**src/rtl/cpu_phase_controller.sv**
```systemverilog
// cpu_phase_controller: eight-phase fetch/execute sequencer decoding opcode into datapath strobes.
// Define SINGLE_STEP_EN to add a step input that holds phase 0 until step is sampled high.
module cpu_phase_controller #(
  parameter int NPHASE      = 8,
  parameter bit HALT_STICKY = 1'b1
) (
  input  logic       clock,
  input  logic       reset,
`ifdef SINGLE_STEP_EN
  input  logic       step,
`endif
  input  logic [2:0] opcode,
  input  logic       zero,
  output logic       sel,
  output logic       rd,
  output logic       wr,
  output logic       ld_ir,
  output logic       inc_pc,
  output logic       ld_pc,
  output logic       ld_ac,
  output logic       data_e,
  output logic       halt,
  output logic [2:0] phase
);
  typedef enum logic [2:0] {
    INST_ADDR, INST_FETCH, INST_LOAD, IDLE, OP_ADDR, OP_FETCH, ALU_OP, STORE
  } phase_t;
  localparam logic [2:0] HLT = 3'b000, SKZ = 3'b001, ADD = 3'b010, AND = 3'b011,
                         XOR = 3'b100, LDA = 3'b101, STO = 3'b110, JMP = 3'b111;
  phase_t ph, ph_d;
  logic   halted, halted_d, hold, run, alu, is_hlt;
  always_ff @(posedge clock or posedge reset)
    if (reset) begin
      ph     <= INST_ADDR;
      halted <= 1'b0;
    end else begin
      ph     <= ph_d;
      halted <= halted_d;
    end
  always_comb begin
    hold = halted;
`ifdef SINGLE_STEP_EN
    hold = halted || (ph == INST_ADDR && !step);
`endif
    is_hlt   = opcode == HLT;
    ph_d     = hold ? ph : (ph == phase_t'(3'(NPHASE - 1))) ? INST_ADDR : phase_t'(ph + 3'd1);
    halted_d = halted || (HALT_STICKY && ph == OP_ADDR && is_hlt);
    run      = !halted;
    alu      = opcode inside {ADD, AND, XOR, LDA};
    sel      = run && ph <= IDLE;
    rd       = run && ((ph >= INST_FETCH && ph <= IDLE) || (ph >= OP_FETCH && alu));
    ld_ir    = run && (ph == INST_LOAD || ph == IDLE);
    inc_pc   = run && (ph == OP_ADDR || (ph == ALU_OP && opcode == SKZ && zero) || (ph == STORE && opcode == JMP));
    ld_pc    = run && ph >= ALU_OP && opcode == JMP;
    ld_ac    = run && ph == STORE && alu;
    wr       = run && ph == STORE && opcode == STO;
    data_e   = run && ph >= ALU_OP && opcode == STO;
    halt     = halted || (ph == OP_ADDR && is_hlt);
    phase    = ph;
  end
endmodule

```
**config.mk**
```make
export PLATFORM = sky130hd
export DESIGN_NAME = cpu_phase_controller
export DESIGN_NICKNAME = d
export VERILOG_FILES = /design/src/rtl/cpu_phase_controller.sv
export SDC_FILE = /design/constraint.sdc
export NUM_CORES = 1
export LEC_CHECK = 0
export BUFFER_PORTS_ARGS = -buffer_cell sky130_fd_sc_hd__buf_2
export CELL_PAD_IN_SITES_DETAIL_PLACEMENT = 1
export CELL_PAD_IN_SITES_GLOBAL_PLACEMENT = 1
export CORE_AREA = 2 2 39 41
export DETAILED_ROUTE_END_ITERATION = 7
export DIE_AREA = 0 0 41 43
export PLACE_DENSITY_LB_ADDON = 0.1
export SETUP_SLACK_MARGIN = 0.4
export SYNTH_ARGS = -nofsm -noshare
export SYNTH_HDL_FRONTEND = slang
export SYNTH_SLANG_ARGS = --single-unit
export TNS_END_PERCENT = 50
```
**constraint.sdc**
```tcl
create_clock -name clock -period 4.7 [get_ports clock]
set_input_delay 0.94 -clock clock [delete_from_list [all_inputs] [get_ports clock]]
set_output_delay 0.94 -clock clock [all_outputs]
set_load 0.02 [all_outputs]
```
==> run_results.csv, run 1 <==
group,metric,value,unit
status,outcome,"finished clean",
yosys,synth_area,367,µm²
finish,design_area,489,µm²
worst_setup_path,cp.arrival,1830,ps
clock_tree,clock-root-buffer,"clkbuf_4",
yosys,ys.flop_type,"dfrtp_1",
grt,grt_max_degree,11,
finish,areaGrowthSynthToFinish,33.4,%
finish,regArea,100,µm²
grt,antenna_found_initial,0,
finish,post-route-util,35.4,%
clock_tree,h-tree-depth,1,
yosys,synth_seq_cells,4,
floorplan,core_area,0.00138,mm²
route,drc,0,
worst_setup_path,cp-startpoint,"opcode[0]",
finish,fill_cells,185,
timing,setup_viol,0,
route,wl_per_cell,12.3,µm
timing,fin_hold_ws,580,ps
worst_setup_path,path_cells,"buf_2 -> nand4_1 -> or3_1 -> a31oi_1 -> buf_2",
place,place_area,467,µm²
finish,drive_gt1_share,32.8,%
pwr,p_total,0.0809,mW
worst_setup_path,end_kind,"primary output",
timing,timing.final.ws_setup,1930,ps
yosys,synthTopCellsByArea,"dfrtp_1, ha_1, inv_1",
route,ant_nets,0,
floorplan,io_pins,18,
timing,fin_crit,2770,ps
finish,antennaDiodeCount,0,
pwr,p_leak,0.249,nW
yosys,syn_inst,45,
grt,grt_pass1_vias,413,
finish,nNetsFinal,78,
pwr,max-vdd-ir-drop,0.109,mV
clock_tree,cts_tree,"yes",
worst_setup_path,critPathMaxStageDelay,320,ps
worst_setup_path,worstSetupPathType,"in2out",
pwr,powerDensity,165,mW/mm²
timing,finalHoldViolations,0,
route,dr_total_vias,392,
clock_tree,cts_setup_buffers,0,
timing,period_share,58.8,%
route,drtIter0Drc,5,
clock_tree,clock-sinks,4,
finish,multi_input_area,243,µm²
yosys,postSynthAreaPerCell,8.15,µm²
worst_setup_path,timing.rr.start,"phase[0]",
route,firstDrtPassIters,2,
worst_setup_path,rrSetupSlack,3290,ps
floorplan,num_rows,14,
floorplan,start_util,26.5,%
place,gp_congestion,0.686,
clock_tree,numCtsBuffers,3,
timing,finalSetupTns,0,ps
worst_setup_path,cp_top_family,"simple AND/OR/NAND/NOR gates",
place,dp.cells,77,
finish,layout.cells.non_filler,80,
yosys,synth_top_area_share,27.3,%
timing,relSlewSlack,74.2,%
clock_tree,cts.reportedPaths.clkPinSlew,30,ps
worst_setup_path,r2r_cells,4,
yosys,yosysSeqAreaShare,27.3,%
route,wl,987,µm
job,drv_cap,0,
yosys,netlist-cell-type-count,21,
worst_setup_path,path_max_fanout,6,
worst_setup_path,required,3760,ps
yosys,async_reset_ff_share,100,%
timing,worst_pin_slew,381,ps
yosys,synth_edf_count,0,
yosys,ys.warnings.count,0,
clock_tree,cts_buffer_depth,2,
grt,grt_pass1_wl,1720,µm
clock_tree,clk_latency,230,ps
yosys,synth_top_area_cell,"dfrtp_1",
worst_setup_path,cpMaxStageDelayCell,"or3_1",
clock_tree,cts_resized,0,
grt,grt_usage,14.3,%
place,numPortBuffers,17,
place,hpwl,796,µm
place,post-place-ws,1930,ps
worst_setup_path,worstPathBufferInverterCount,2,
timing,rsz0062_at_grt,"no",
worst_hold_path,hp-class,"in2async",
worst_setup_path,start_kind,"input port",
floorplan,die_w,41,µm
clock_tree,hold_buffers,0,
timing,slew_violations,0,
route,via_per_inst,4.90,
timing,max_freq,362,MHz
worst_setup_path,r2r-end,"phase[0]",
grt,overflow,0,
floorplan,dieArea,0.00176,mm²
floorplan,die_h,43,µm
timing,fin_worst_skew,0.880,ps
yosys,syn_nets,57,
worst_setup_path,cp_common_cell,"buf_2",
cells in the final DEF, fill, tap and decap left out, drive strengths merged:
| master | n |
|---|---|
| dfrtp | 4 |
| nand4 | 2 |
| o41ai | 1 |
| a21oi | 2 |
| ha | 6 |
| nor4 | 1 |
| buf | 17 |
| nand2 | 4 |
| or3 | 2 |
| o211ai | 1 |
| a31oi | 1 |
| nand3 | 1 |
| mux2i | 1 |
| nor2 | 5 |
| clkbuf | 3 |
| mux2 | 1 |
| a21o | 1 |
| xnor2 | 1 |
| o21ai | 1 |
| inv | 5 |
| nor3 | 3 |
| a211oi | 1 |
logic make-up after synthesis:
group / Yosys count / synth area share (%)
compound gates: 8 / 14.3
xor+xnor: 1 / 2.39
fa+ha+maj: 6 / 20.5
buf+inv: 6 / 6.48
flops: 4 / 27.3
mux: 2 / 5.80
simple gates: 18 / 23.2
cell type report:
class | count | share of cell area, %
Timing Repair Buffer | 17 | 17.4
Sequential cell | 4 | 20.5
Inverter | 5 | 3.84
Multi-Input combinational cell | 35 | 49.6
Tap cell | 16 | 4.09
Clock buffer | 3 | 4.60
state kept, by name, indices dropped and copies added, names as in the netlist:
signal	flops
halted	1
phase	3
worst reg2reg max path, cell delays in order (launching register included):
cell,delay (ps)
dfrtp_1,450
ha_1,250
ha_1,230
or3_1,320
o21ai_0,80
synth_stat cells (2+ instances only):
master / n
or3_1: 2
ha_1: 6
dfrtp_1: 4
inv_1: 5
nand2_1: 4
nor2_1: 5
nand4_1: 2
a21oi_1: 2
nor3_1: 3
power by group:
part	leakage [nW]	switching, mW	internal [mW]	total, mW
Combinational	0.184	0.00373	0.00233	0.00606
Sequential	0.0507	0	0.0347	0.0347
Clock	0.0138	0.0118	0.0284	0.0402
Total	0.249	0.0155	0.0654	0.0809
routing by layer:
metal	wire [µm]	part of all wire, %	track usage, %
met2	480	49	21.3
met5	0	0	0
met1	464	47	18.2
met3	42	4.3	3.14
met4	0	0	8.00
how the worst max path moves through the flow:
stage	to	depth (start not counted)	slack [ps]
2_1_floorplan	halt	1	1930
6_report	inc_pc	5	1930
5_1_grt	inc_pc	6	1800
3_3_place_gp	inc_pc	5	1900
3_5_place_dp	rd	5	1930
4_1_cts	rd	5	1930
Note: power is estimated with default switching activity, not from simulation.
==> run 2, diff against run 1 <==
Clock period 4.7 ns to 2.55 ns, I/O delays scaled along.
==> run 2 against run 1 <==
  * Total power grew 85%
  * Register-to-register slack got worse by 2100 ps
  * Non-clock buffer count increased by 5
  * Clock skew is essentially flat
  * Clock power increased by 85%
  * Worst hold slack worse by 430 ps
  * Sequential cell count did not move
  * Critical path depth grew 1
  * Global-route usage shrank 2.1 points
  * Routed wire length grew 8.1%
  * Core utilization increased by 5.4 points
  * Sequential share of layout area decreased by 2.1 points
  * Critical path type is now reg2out
  * Critical endpoint unchanged
==> run_results.csv, run 2 (synthesized netlist as in run 1, its figures left out) <==
group,metric,value,unit
status,outcome,"finished clean",
finish,regArea,104,µm²
floorplan,die_w,41,µm
clock_tree,cts_buffer_depth,2,
clock_tree,cts_tree,"yes",
timing,relSlewSlack,80.5,%
floorplan,start_util,26.5,%
clock_tree,clock-root-buffer,"clkbuf_4",
job,drv_cap,0,
pwr,p_leak,0.269,nW
pwr,powerDensity,266,mW/mm²
grt,grt_max_degree,11,
timing,worst_pin_slew,289,ps
route,via_per_inst,4.76,
worst_setup_path,cpMaxStageDelayCell,"dfrtp_2",
grt,overflow,0,
route,drc,0,
floorplan,core_area,0.00138,mm²
worst_setup_path,worstSetupPathType,"reg2out",
route,ant_nets,0,
finish,drive_gt1_share,50.7,%
clock_tree,hold_buffers,0,
clock_tree,clk_latency,230,ps
timing,fin_worst_skew,0.955,ps
clock_tree,cts.reportedPaths.clkPinSlew,30,ps
worst_setup_path,critPathMaxStageDelay,430,ps
clock_tree,h-tree-depth,1,
route,firstDrtPassIters,3,
timing,slew_violations,0,
timing,finalHoldViolations,0,
place,hpwl,775,µm
finish,largest_reg_flops,3,
clock_tree,numCtsBuffers,3,
worst_setup_path,start_kind,"flip-flop",
floorplan,die_h,43,µm
floorplan,dieArea,0.00176,mm²
place,post-place-ws,511,ps
timing,setup_viol,0,
route,wl_per_cell,12.6,µm
worst_setup_path,path_max_fanout,4,
floorplan,num_rows,14,
finish,antennaDiodeCount,0,
route,dr_total_vias,405,
timing,timing.final.ws_setup,427,ps
grt,grt_pass1_wl,1500,µm
grt,grt_usage,12.2,%
timing,period_share,83.2,%
timing,rsz0062_at_grt,"yes",
finish,fill_cells,181,
finish,final_common_cell,"buf_2",
grt,antenna_found_initial,0,
finish,nNetsFinal,83,
clock_tree,clock-sinks,4,
route,drtIter0Drc,5,
route,wl,1070,µm
worst_setup_path,worstPathBufferInverterCount,2,
timing,finalSetupTns,0,ps
timing,max_freq,471,MHz
worst_setup_path,required,2040,ps
place,numPortBuffers,17,
worst_setup_path,end_kind,"primary output",
finish,layout_common_cells,"buf_2, buf_4, nor2_1, nand2_1, ha_1",
finish,areaGrowthSynthToFinish,53.9,%
pwr,max-vdd-ir-drop,0.197,mV
worst_setup_path,path_cells,"inv_4 -> ha_4 -> nand4_1 -> or3_1 -> a31oi_1 -> buf_4",
timing,fin_crit,2120,ps
floorplan,io_pins,18,
finish,multi_input_area,272,µm²
worst_setup_path,cp_top_family,"flip-flops",
worst_setup_path,cp.arrival,1610,ps
place,gp_congestion,0.756,
worst_hold_path,hp-class,"in2async",
grt,grt_pass1_vias,357,
[run 2: worst paths after layout]
kind	slack [ps]	cells past startpoint	end	from
setup / recovery	430	6	inc_pc	phase[0]
hold / removal	150	2	phase[1]	reset
setup reg to reg	1170	4	phase[0]	phase[0]
hold reg to reg	610	1	phase[1]	phase[1]
max in group asynchronous	2240	2	phase[2]	reset
min in group clock	570	2	halted	opcode[1]
[run 2: repair_timing]
action | in CTS | in global routing
gates resized for setup | 6 | 6
buffers inserted | 1 | 4
gates cloned | 0 | 0
pin swaps | 0 | 1
setup endpoints to repair | 3 | 4
[run 2: final cells by class]
cell class	instances	area share, %
Inverter	5	3.77
Sequential cell	4	18.4
Timing Repair Buffer	22	22.2
Multi-Input combinational cell	35	48.1
Tap cell	16	3.55
Clock buffer	3	3.99
[run 2: stage by stage]
| step | instance area, µm² | std cells | utilization (%) | power, mW | hold slack (ps) |
|---|---|---|---|---|---|
| global route | 564 | 85 | 40.8 | 0.162 | 155 |
| global placement | 467 | 77 | 33.7 | 0.0764 | 395 |
| CTS | 517 | 81 | 37.3 | 0.156 | 148 |
| finish | 564 | 85 | 40.8 | 0.150 | 154 |
| detailed placement | 467 | 77 | 33.7 | 0.0762 | 395 |
| floorplan | 367 | 45 | - | 0.0683 | 276 |
[run 2: where the power goes]
group	total (mW)	switching [mW]	leakage, nW	internal (mW)
clock network	0.0742	0.0219	0.0138	0.0524
registers	0.0639	0	0.0457	0.0639
logic	0.0118	0.00750	0.209	0.00429
[run 2: metal layers]
| metal | GRT usage (%) | share of wire (%) |
|---|---|---|
| met4 | 6.00 | 0 |
| met2 | 16.9 | 53 |
| met3 | 1.57 | 3.7 |
| met1 | 17.8 | 44 |
| met5 | 0 | 0 |
==> run 3, diff against run 2 <==
Settings changed: ABC_AREA set to 1, CORE_AREA 2 2 39 41 to unset, CORE_MARGIN set to 1, CORE_UTILIZATION set to 28, DIE_AREA 0 0 41 43 to unset.
Clock period 2.55 ns to 2.15 ns, I/O delays scaled along.
==> run 3 against run 2 <==
  * Clock power increased by 21%
  * Sequential share of layout area fell by 3.3 points
  * Register-to-register slack got worse by 250 ps
  * Non-clock buffer count rose by 3
  * Sequential power grew 18%
  * Synthesized area up 2.4%
  * Critical endpoint unchanged
==> run_results.csv, run 3 <==
group,metric,value,unit
status,outcome,"finished clean",
timing,slew_violations,0,
floorplan,io_pins,18,
place,place_area,487,µm²
timing,fin_worst_skew,3.44,ps
timing,period_share,90.0,%
place,numPortBuffers,17,
grt,grt_pass1_wl,1900,µm
floorplan,dieArea,0.00149,mm²
route,wl,1420,µm
route,met3_length,35,µm
route,via_per_inst,4.68,
floorplan,die_w,38.6,µm
pwr,powerDensity,261,mW/mm²
worst_setup_path,rrSetupSlack,920,ps
grt,overflow,0,
route,wl_per_cell,14.3,µm
finish,layout.cells.non_filler,99,
route,wl_met2,768,µm
finish,largest_reg_flops,3,
clock_tree,cts.reportedPaths.clkPinSlew,40,ps
clock_tree,h-tree-depth,1,
timing,setup_viol,0,
worst_setup_path,cp.arrival,1510,ps
yosys,synthTopCellsByArea,"dfrtp_1, ha_1, nand2_1",
yosys,postSynthAreaPerCell,6.59,µm²
clock_tree,cts_tree,"yes",
finish,layout_common_cells,"buf_2, nand2_1, buf_4, nand2_2, nor2_1",
pwr,p_total,0.180,mW
worst_setup_path,cp-startpoint,"phase[1]",
yosys,async_reset_ff_share,100,%
grt,antenna_found_initial,0,
floorplan,start_util,32.1,%
finish,nNetsFinal,99,
yosys,yosysSeqAreaShare,26.7,%
finish,final_common_cell,"buf_2",
route,ant_nets,0,
clock_tree,cts_buffer_depth,2,
yosys,ys.flop_type,"dfrtp_1",
yosys,synth_seq_cells,4,
grt,grt_max_degree,9,
worst_setup_path,path_max_fanout,4,
route,drc,0,
timing,finalSetupTns,0,ps
clock_tree,clock-sinks,4,
yosys,yosys.cell_count.top_type,"nand2_1",
finish,areaGrowthSynthToFinish,83.7,%
yosys,synth_top_area_cell,"dfrtp_1",
job,drv_cap,0,
yosys,synth_edf_count,0,
timing,worst_pin_slew,312,ps
finish,drive_gt1_share,63.5,%
worst_setup_path,timing.rr.start,"phase[1]",
pwr,p_leak,0.345,nW
timing,max_freq,517,MHz
worst_setup_path,start_kind,"flip-flop",
floorplan,num_rows,12,
timing,fin_hold_ws,70.9,ps
worst_setup_path,required,1720,ps
worst_setup_path,r2r-end,"halted",
yosys,synth_top_area_share,26.7,%
finish,fill_cells,153,
clock_tree,hold_buffers,0,
pwr,max-vdd-ir-drop,0.266,mV
place,gp_congestion,0.681,
route,drtIter0Drc,5,
yosys,syn_nets,69,
worst_setup_path,worstSetupPathType,"reg2out",
timing,relSlewSlack,79.2,%
clock_tree,clock-root-buffer,"clkbuf_4",
clock_tree,numCtsBuffers,3,
yosys,netlist-cell-type-count,13,
yosys,syn_inst,57,
worst_hold_path,hp-class,"in2async",
floorplan,die_h,38.6,µm
worst_setup_path,end_kind,"primary output",
timing,fin_crit,1940,ps
finish,design_area,689,µm²
floorplan,core_area,0.00117,mm²
yosys,synth_area,375,µm²
yosys,synth_common_cells,"nand2_1, inv_1, ha_1, nor2_1",
route,dr_total_vias,463,
route,top_layer,"met3",
route,wl_met1,612,µm
timing,finalHoldViolations,0,
place,hpwl,783,µm
route,firstDrtPassIters,2,
grt,grt_pass1_vias,414,
place,dp.cells,88,
worst_setup_path,r2r_cells,5,
clock_tree,clk_latency,230,ps
timing,rsz0062_at_grt,"yes",
worst_setup_path,crit_end,"inc_pc",
grt,grt_usage,19.6,%
finish,antennaDiodeCount,0,
yosys,ys.warnings.count,0,
-- run 3: repair_timing --
action | 4_1_cts | 5_1_grt
gates cloned | 0 | 0
setup buffers | 4 | 4
pin swaps | 7 | 8
gates resized for setup | 27 | 9
endpoints found under the setup margin | 9 | 9
-- run 3: final cells by class --
type,instances,area [µm²],area share (%)
clock buffers,3,22.5,3.27
inverters,9,36.3,5.26
well taps,14,17.5,2.54
repair buffers,25,170,24.7
flip-flops and latches,4,104,15.1
multi-input cells,44,339,49.2
-- run 3: per-layer routing --
layer	track usage, %	up-vias
met5	0	-
met4	10.3	0
met3	3.47	0
met2	31.3	11
met1	24.9	213
li1	-	239
-- run 3: through the flow --
step                      worst slack [ps]  util (%)
final                                  215      58.9
after global routing                   111      58.9
after CTS                              278      53.3
after detailed placement               366      41.6
after global placement                 366      41.6
after floorplan                        340         -
-- run 3: critical path, stage by stage, from the launching register on --
cell     delay [ps]
dfrtp_2         460
buf_6           150
ha_4            150
nand2_2          60
nor2_1           40
nand2_1          50
nand3_1          90
nand2_1          80
inv_1            40
buf_4           140
-- run 3: worst min path at each step --
stage	from	end	slack [ps]	cells after the start
finish	reset	phase[0]	70	2
global route	reset	phase[1]	90	2
CTS	reset	phase[0]	60	2
detailed placement	reset	phase[2]	310	2
global placement	reset	halted	310	2
floorplan	reset	halted	200	1
-- run 3: kinds of logic after synthesis --
group	count (synthesis)	synth area share (%)
AOI/OAI and AO/OA	9	12.7
and+or+nand+nor	29	31.7
adders and majority gates	6	20.0
DFF	4	26.7
buffers and inverters	9	9.00
-- run 3: report_power, final --
part,internal (mW),leakage (nW),total (mW),switching [mW]
Combinational,0.00489,0.285,0.0142,0.00933
Sequential,0.0757,0.0457,0.0757,0
Clock,0.0622,0.0138,0.0901,0.0278
Total,0.143,0.345,0.180,0.0372
